$ cat config.mk
export PLATFORM = sky130hd
export DESIGN_NAME = upsampler_h_zero_insert_window
export DESIGN_NICKNAME = d
export VERILOG_FILES = /design/src/rtl/upsampler_h_zero_insert_window.sv
export SDC_FILE = /design/constraint.sdc
export NUM_CORES = 1
export LEC_CHECK = 0
export BUFFER_PORTS_ARGS = -buffer_cell sky130_fd_sc_hd__buf_2
export CAP_MARGIN = 20
export CORE_MARGIN = 4
export CORE_UTILIZATION = 36
export DETAILED_ROUTE_END_ITERATION = 6
export HOLD_SLACK_MARGIN = 0.03
export SLEW_MARGIN = 15
export SYNTH_ARGS = -nofsm -noshare
export SYNTH_HDL_FRONTEND = slang
export SYNTH_SLANG_ARGS = --single-unit
$ cat constraint.sdc
create_clock -name clk_i -period 3.6 [get_ports clk_i]
set_input_delay 0.18 -clock clk_i [delete_from_list [all_inputs] [get_ports clk_i]]
set_output_delay 0.18 -clock clk_i [all_outputs]
set_load 0.03 [all_outputs]
$ cat src/rtl/upsampler_h_zero_insert_window.sv
// Horizontal 2x zero-insertion feeder: turns a raster fp16 pixel stream into
// 1x3 windows (with col/row tags) over the zero-stuffed row, one per output sample.
module upsampler_h_zero_insert_window #(
    parameter int EXP_WIDTH     = 5,
    parameter int FRAC_WIDTH    = 10,
    parameter int FP_WIDTH_REG  = 1 + EXP_WIDTH + FRAC_WIDTH,
    parameter int IMG_WIDTH     = 640,
    parameter int IMG_HEIGHT    = 480,
    parameter int WINDOW_WIDTH  = 3,
    parameter int WINDOW_HEIGHT = 1
) (
    input  logic                    clk_i,
    input  logic                    rst_i,
    input  logic [FP_WIDTH_REG-1:0] data_i,
    input  logic                    valid_i,
    output logic                    ready_o,
    output logic [0:WINDOW_HEIGHT-1][0:WINDOW_WIDTH-1][FP_WIDTH_REG-1:0] window_o,
    output logic [15:0]             col_o,
    output logic [15:0]             row_o,
    output logic                    valid_o
);

    localparam int COL_W = $clog2(IMG_WIDTH + 1);
    localparam int ROW_W = $clog2(IMG_HEIGHT + 1);
    localparam logic [COL_W-1:0] LAST_COL = COL_W'(IMG_WIDTH - 1);
    localparam logic [ROW_W-1:0] LAST_ROW = ROW_W'(IMG_HEIGHT - 1);
    localparam logic [15:0]      TAIL_COL = 16'(2 * IMG_WIDTH - 1);

    typedef enum logic [1:0] {
        S_ACCEPT = 2'd0,
        S_EVEN   = 2'd1,
        S_TAIL   = 2'd2
    } state_t;

    state_t                  state, state_next;
    logic [COL_W-1:0]        in_col, in_col_next;
    logic [ROW_W-1:0]        row, row_next;
    logic [FP_WIDTH_REG-1:0] cur, cur_next;
    logic [0:WINDOW_HEIGHT-1][0:WINDOW_WIDTH-1][FP_WIDTH_REG-1:0] window_next;
    logic [15:0]             col_next, row_o_next;
    logic                    valid_next;

    // in_col is the index k of the pixel being worked on; cur holds p(k).
    // Odd windows are built from cur (p(k-1)) and the incoming pixel p(k).
    always_comb begin
        state_next  = state;
        in_col_next = in_col;
        row_next    = row;
        cur_next    = cur;
        window_next = window_o;
        col_next    = col_o;
        row_o_next  = row_o;
        valid_next  = 1'b0;
        case (state)
            S_ACCEPT: begin
                if (valid_i && ready_o) begin
                    cur_next    = data_i;
                    valid_next  = 1'b1;
                    row_o_next  = 16'(row);
                    window_next = '0;
                    if (in_col == '0) begin
                        window_next[0][1] = data_i;
                        col_next          = 16'd0;
                        if (IMG_WIDTH == 1) begin
                            state_next = S_TAIL;
                        end else begin
                            in_col_next = in_col + COL_W'(1);
                        end
                    end else begin
                        window_next[0][0] = cur;
                        window_next[0][2] = data_i;
                        col_next          = 16'(in_col) * 16'd2 - 16'd1;
                        state_next        = S_EVEN;
                    end
                end
            end
            S_EVEN: begin
                valid_next        = 1'b1;
                row_o_next        = 16'(row);
                window_next       = '0;
                window_next[0][1] = cur;
                col_next          = 16'(in_col) * 16'd2;
                if (in_col == LAST_COL) begin
                    state_next = S_TAIL;
                end else begin
                    in_col_next = in_col + COL_W'(1);
                    state_next  = S_ACCEPT;
                end
            end
            S_TAIL: begin
                // Right edge replicates the last pixel into the virtual s(2W).
                valid_next        = 1'b1;
                row_o_next        = 16'(row);
                window_next       = '0;
                window_next[0][0] = cur;
                window_next[0][2] = cur;
                col_next          = TAIL_COL;
                in_col_next       = '0;
                row_next          = (row == LAST_ROW) ? '0 : row + ROW_W'(1);
                state_next        = S_ACCEPT;
            end
            default: begin
                state_next = S_ACCEPT;
            end
        endcase
    end

    always_ff @(posedge clk_i or negedge rst_i) begin
        if (!rst_i) begin
            state    <= S_ACCEPT;
            in_col   <= '0;
            row      <= '0;
            cur      <= '0;
            ready_o  <= 1'b0;
            valid_o  <= 1'b0;
            window_o <= '0;
            col_o    <= 16'd0;
            row_o    <= 16'd0;
        end else begin
            state    <= state_next;
            in_col   <= in_col_next;
            row      <= row_next;
            cur      <= cur_next;
            ready_o  <= (state_next == S_ACCEPT);
            valid_o  <= valid_next;
            window_o <= window_next;
            col_o    <= col_next;
            row_o    <= row_o_next;
        end
    end

endmodule

# ---- Yosys cells after proc, flatten, opt, wreduce, memory -nomap -nowiden
# Index checks and enable logic that the tools add are counted.
dict set report op_classes {
  reduce_logical 11
  n_eq_ne 7
  n_mux 21
  addsub 3
}
# op count
set ops {}
lappend ops {{$pmux 48 s3} 1}
lappend ops {{$mux 16} 6}
lappend ops {{$mux 48} 1}
lappend ops {{$pmux 16 s3} 1}
lappend ops {{$pmux 16 s2} 1}
lappend ops {{$mux 10} 3}
lappend ops {{$pmux 10 s3} 1}
lappend ops {{$sub 11x1->12 const B} 1}
lappend ops {{$add 10x1->10 const B} 1}
lappend ops {{$eq 10x10->1 const B} 1}
lappend ops {{$logic_not 10->1} 1}
lappend ops {{$add 9x1->9 const B} 1}
lappend ops {{$eq 9x9->1 const B} 1}
lappend ops {{$mux 9} 1}
lappend ops {{$mux 2} 3}
lappend ops {{$ne 2x2->1 const B} 3}
lappend ops {{$reduce_and 2->1} 3}
lappend ops {{$logic_not 2->1} 2}
lappend ops {{$pmux 2 s2} 1}
lappend ops {{$reduce_and 4->1} 1}
lappend ops {{$reduce_bool 3->1} 1}
lappend ops {{$eq 2x1->1 const B} 1}
lappend ops {{$eq 2x2->1 const B} 1}
lappend ops {{$pmux 1 s2} 1}
lappend ops {{other kinds (4)} 4}
dict set report totals {
  regBits 119
  word_cells 53
}

# ---- Logic depth before layout (Yosys ltp)
dict set report depth {
  ltp_word 5
  depth_mapped 9
  mapped_depth_nobuf 6
}

# ---- Worst setup path before layout
# No wires, ideal clock.
dict set report synth_path {
  path_kind {flip-flop to flip-flop}
  from {reg in_col[6]}
  to {reg in_col[3]}
  required_ps 3474
  path_stages_with_launch 9
  slack_ps 1219
  period_less_slack_ps 2381
  setup_ps 126
  t_arrival_ps 2255
  cell_sequence {dfrtp_1 > buf_6 > or4_4 > buf_6 > o41a_1 > buf_6 > nand2b_4 > buf_6 > a221o_1}
}
dict set report synth_via {
  elab_chain_len 3
  word_cells_on_any_way 5
  classes_between {eq/ne (3); reduce/logical (2)}
}
# element line
set synth_rtl {}
lappend synth_rtl {{start, declared} 36} ;# logic [COL_W-1:0] in_col, in_col_next;
lappend synth_rtl {{start signal, assigned} 121} ;# in_col <= in_col_next;
lappend synth_rtl {{$eq 10x10->1 / $logic_not 10->1 (equally long branches)} {83, 61}}
lappend synth_rtl {{$ne 2x2->1 (no source line)} n/a}
lappend synth_rtl {{$reduce_and 4->1 (no source line) *} n/a}
# Mark *: on every way between the ends. The rest lies on a longest branch, timed or not.
# A chain may end at the register's enable or synchronous reset.

# ---- Worst setup path in the final report
dict set report layout_path {
  from {reg state[0]}
  to {reg col_o[5]}
}
dict set report layout_via {
  elab_chain_len 3
  word_cells_on_any_way 7
  classes_between {eq/ne (3); mux (1); reduce/logical (3)}
}
# element line
set layout_rtl {}
lappend layout_rtl {{start, declared} 35} ;# state_t state, state_next;
lappend layout_rtl {{start signal, assigned} 120} ;# state <= state_next;
lappend layout_rtl {{$eq 2x1->1 (tied with other cells)} 54} ;# case (state)
lappend layout_rtl {{$reduce_bool 3->1 (no source line) / $ne 2x2->1 (equally long branches)} n/a}
lappend layout_rtl {{$reduce_and 2->1 (no source line)} n/a}
lappend layout_rtl {{end signal, assigned} 127} ;# col_o <= col_next;
lappend layout_rtl {{end, declared} 18} ;# output logic [15:0] col_o,
# Parallel ways exist; a longest one is shown, timed or not.

==> parameters.txt <==
Parameter                              Value

Yosys
  Post-synthesis async set-or-reset flop share    100%
  Sequential cell area fraction in the yosys report    around 53%
  Synth Flop Type    sky130_fd_sc_hd__dfrtp_1
  Number of enable flip-flop cells after synthesis    0
  Yosys warning count    0
  Mapped Cells    476
  Synthesized cell area    5130 µm²
  FF+latch count, synth    108
  Avg Cell Area, Syn    10.8 µm²
  Unique masters post-synth    60

Detailed routing
  Drt first pass iters    5
  Total Routed Length    12.9 mm
  Detailed-route wire length per cell    17.7 µm
  Routed vias/inst    5.46
  Overall via count from detail_route    around 4000
  Number of DRC markers in iteration 0    ~310
  Detailed-route DRC error count    0
  Number of nets still failing antenna checks after routing    0

Layout
  Design Area, Final    5960 µm²
  Most frequent cells in the layout    108 x sky130_fd_sc_hd__dfrtp_1, 93 x sky130_fd_sc_hd__nor2_1, 92 x sky130_fd_sc_hd__buf_2
  Antenna Cells    0
  Most common cell after layout, fill and taps aside    sky130_fd_sc_hd__dfrtp_1
  Area overhead of the layout relative to synthesis    16.1%
  Fraction of final layout cells with drive strength greater than 1    between 20% and 30%
  Nets@finish    roughly 580

Pwr
  Peak supply drop    0.453 mV
  Leakage    2.75 nW
  P per Cell Area    slightly below 1000 nW/µm²
  Power, Total    between 5 and 6 mW

Floorplan
  Vertical extent of the die    around 130 µm
  Initial Util    36.8%
  Overall die width    127 µm
  I/O Pins    101
  Number of cell rows    43
  Area of the die    16200 µm²
  Core footprint    ~14000 µm²

STA
  Achievable Freq    around 360 MHz
  Unrepaired setup endpoints after global routing    no
  Post-route worst hold slack    ~0.089 ns
  Clock period minus worst slack    roughly 2.8 ns
  Number of hold-slack violations in the final timing report    0
  Setup TNS after final layout    0 ns
  Final-report setup violation count    0
  Max transition margin    between 20% and 30%
  Ratio of final minimum period to clock period    76.5%
  Final max-slew violation count    0
  Clock tree skew after final layout    0.00900 ns
  Slew at the pin closest to its max-slew limit    roughly 1.1 ns
  Final worst slack    around 0.85 ns

Setup path
  Depth of the worst register-to-register path    6
  Critical setup path kind    register to register
  Critical path launch point type    register
  Most common cell type on the critical path    sky130_fd_sc_hd__inv_1
  Cell at the slowest stage of the critical path    sky130_fd_sc_hd__o31a_1
  Stage delay of the slowest cell on the critical path    0.88 ns
  Register-to-register setup slack    between 0.8 and 0.9 ns
  Cell breakdown of the critical path    inv_1 > ha_1 > inv_1 > o31a_1 > a2111oi_0 > a311oi_1
  Required time reported for the critical path endpoint    3.84 ns
  Endpoint kind of the worst setup timing path    register
  Largest fanout on the critical path    26
  Data arrival at the endpoint of the critical path    3.00 ns

Place
  Cell Area, Placed    roughly 5600 µm²
  Worst slack at placement    0.931 ns
  Placer's final routability congestion estimate    0.886
  Count of port buffers added during placement    93
  DPL Wire Length    8.96 mm

Clock tree
  Clock H-tree levels    3
  Total CTS buffers    9
  Clock tree from TritonCTS    done
  CTS root buffer    sky130_fd_sc_hd__clkbuf_16
  Clock Latency Late Sink    between 0.3 and 0.4 ns
  Total of cells resized after clock tree synthesis    0
  Number of setup buffers added after CTS    0
  Hold-fix buffer count after cts    1
  CTS Buffer Depth    2
  Clock transition at path regs    about 0.08 ns
  Number of clock sinks    108

Global routing
  All-Layer GR Usage    between 10% and 20%
  Vias in the first global route    about 3800
  Initial antenna violation count    0
  Largest net degree at the start of global routing    65
  First-pass GRT wire length    20.7 mm
  Remaining global-route overflow    0

Worst hold path
  Worst min-delay path category    input pin to register
  Cell depth of the worst min-delay path    2

Status
  Run status    finished clean

Job
  Max-cap violations    0
-- worst paths after layout --
path,from,endpoint
max,state[0],col_o[5]
min,data_i[2],cur[2]
max reg2reg,state[0],col_o[5]
min reg2reg,col_o[0],col_o[0]
max in group asynchronous,rst_i,window_o[17]
min in group asynchronous,rst_i,window_o[36]
-- sequential cells by signal, summed over array words and instances (netlist names) --
signal and count:
col_o 12, cur 16, in_col 10, ready_o 1
row 9, row_o 9, state 2, valid_o 1
window_o 48
-- cells by family after synthesis --
logic type               share of synthesized area, %
XOR/XNOR                                         1.02
flip-flops                                       52.7
adder cells (fa/ha/maj)                          2.19
buffers and inverters                            6.34
multiplexers                                     6.51
AND/OR/NAND/NOR                                  16.3
AO/OA/AOI/OAI                                    14.9
other                                          0.0731
-- per-layer routing --
metal	GRT usage, %	share of wire, %	up-vias	wire length, µm
li1	-	-	1864	-
met2	25.7	49	134	6290
met5	0	0	-	0
met3	3.76	6.1	12	793
met1	21.7	44	1992	5710
met4	4.86	1.2	0	157
-- cells in the mapped netlist (all sizes together) (4+ instances only) --
cell	n	area, µm²
nor4	7	58.8
nand4	8	50.1
clkbuf	23	90.1
o21ai	6	30.0
mux2	27	304
ha	9	113
inv	8	30.0
nand2b	6	45.0
nand2	18	67.6
nor2	93	349
xnor2	4	35.0
nor3	5	25.0
a21oi	5	25.0
dfrtp	108	2700
nor3b	4	30.0
nand3	9	45.0
a31oi	8	50.1
buf	25	205
a221oi	33	289
a22o	16	140
-- critical path: cells and delay by family (launching register included) --
| kind | cells | cell delay, ns |
|---|---|---|
| adder cells (fa/ha/maj) | 1 | 0.46 |
| flip-flops | 1 | 0.42 |
| AO/OA/AOI/OAI | 3 | 1.45 |
| buffers and inverters | 2 | 0.30 |
-- through the flow --
stage / utilization, % / instances
3_5_place_dp: 40.5 / 716
6_report: 42.7 / 733
3_3_place_gp: 40.5 / 716
5_1_grt: 42.7 / 733
4_1_cts: 42.7 / 733
2_1_floorplan: - / 482
-- where the power goes --
group          internal (mW)  leakage (nW)  switching [mW]  total, mW
combinational          0.910          1.28            1.73       2.64
sequential              1.69          1.32           0.391       2.08
clock                  0.552         0.146           0.475       1.03
-- final cells by class --
cell class	instances	area, µm²
Multi-Input combinational cell	318	2140
Inverter	8	30.0
Timing Repair Buffer	103	546
Clock buffer	9	225
Sequential cell	108	2700
Fill cell	1325	7980
Clock inverter	7	85.1
Tap cell	180	225
Power figures use the tool's default switching activity.
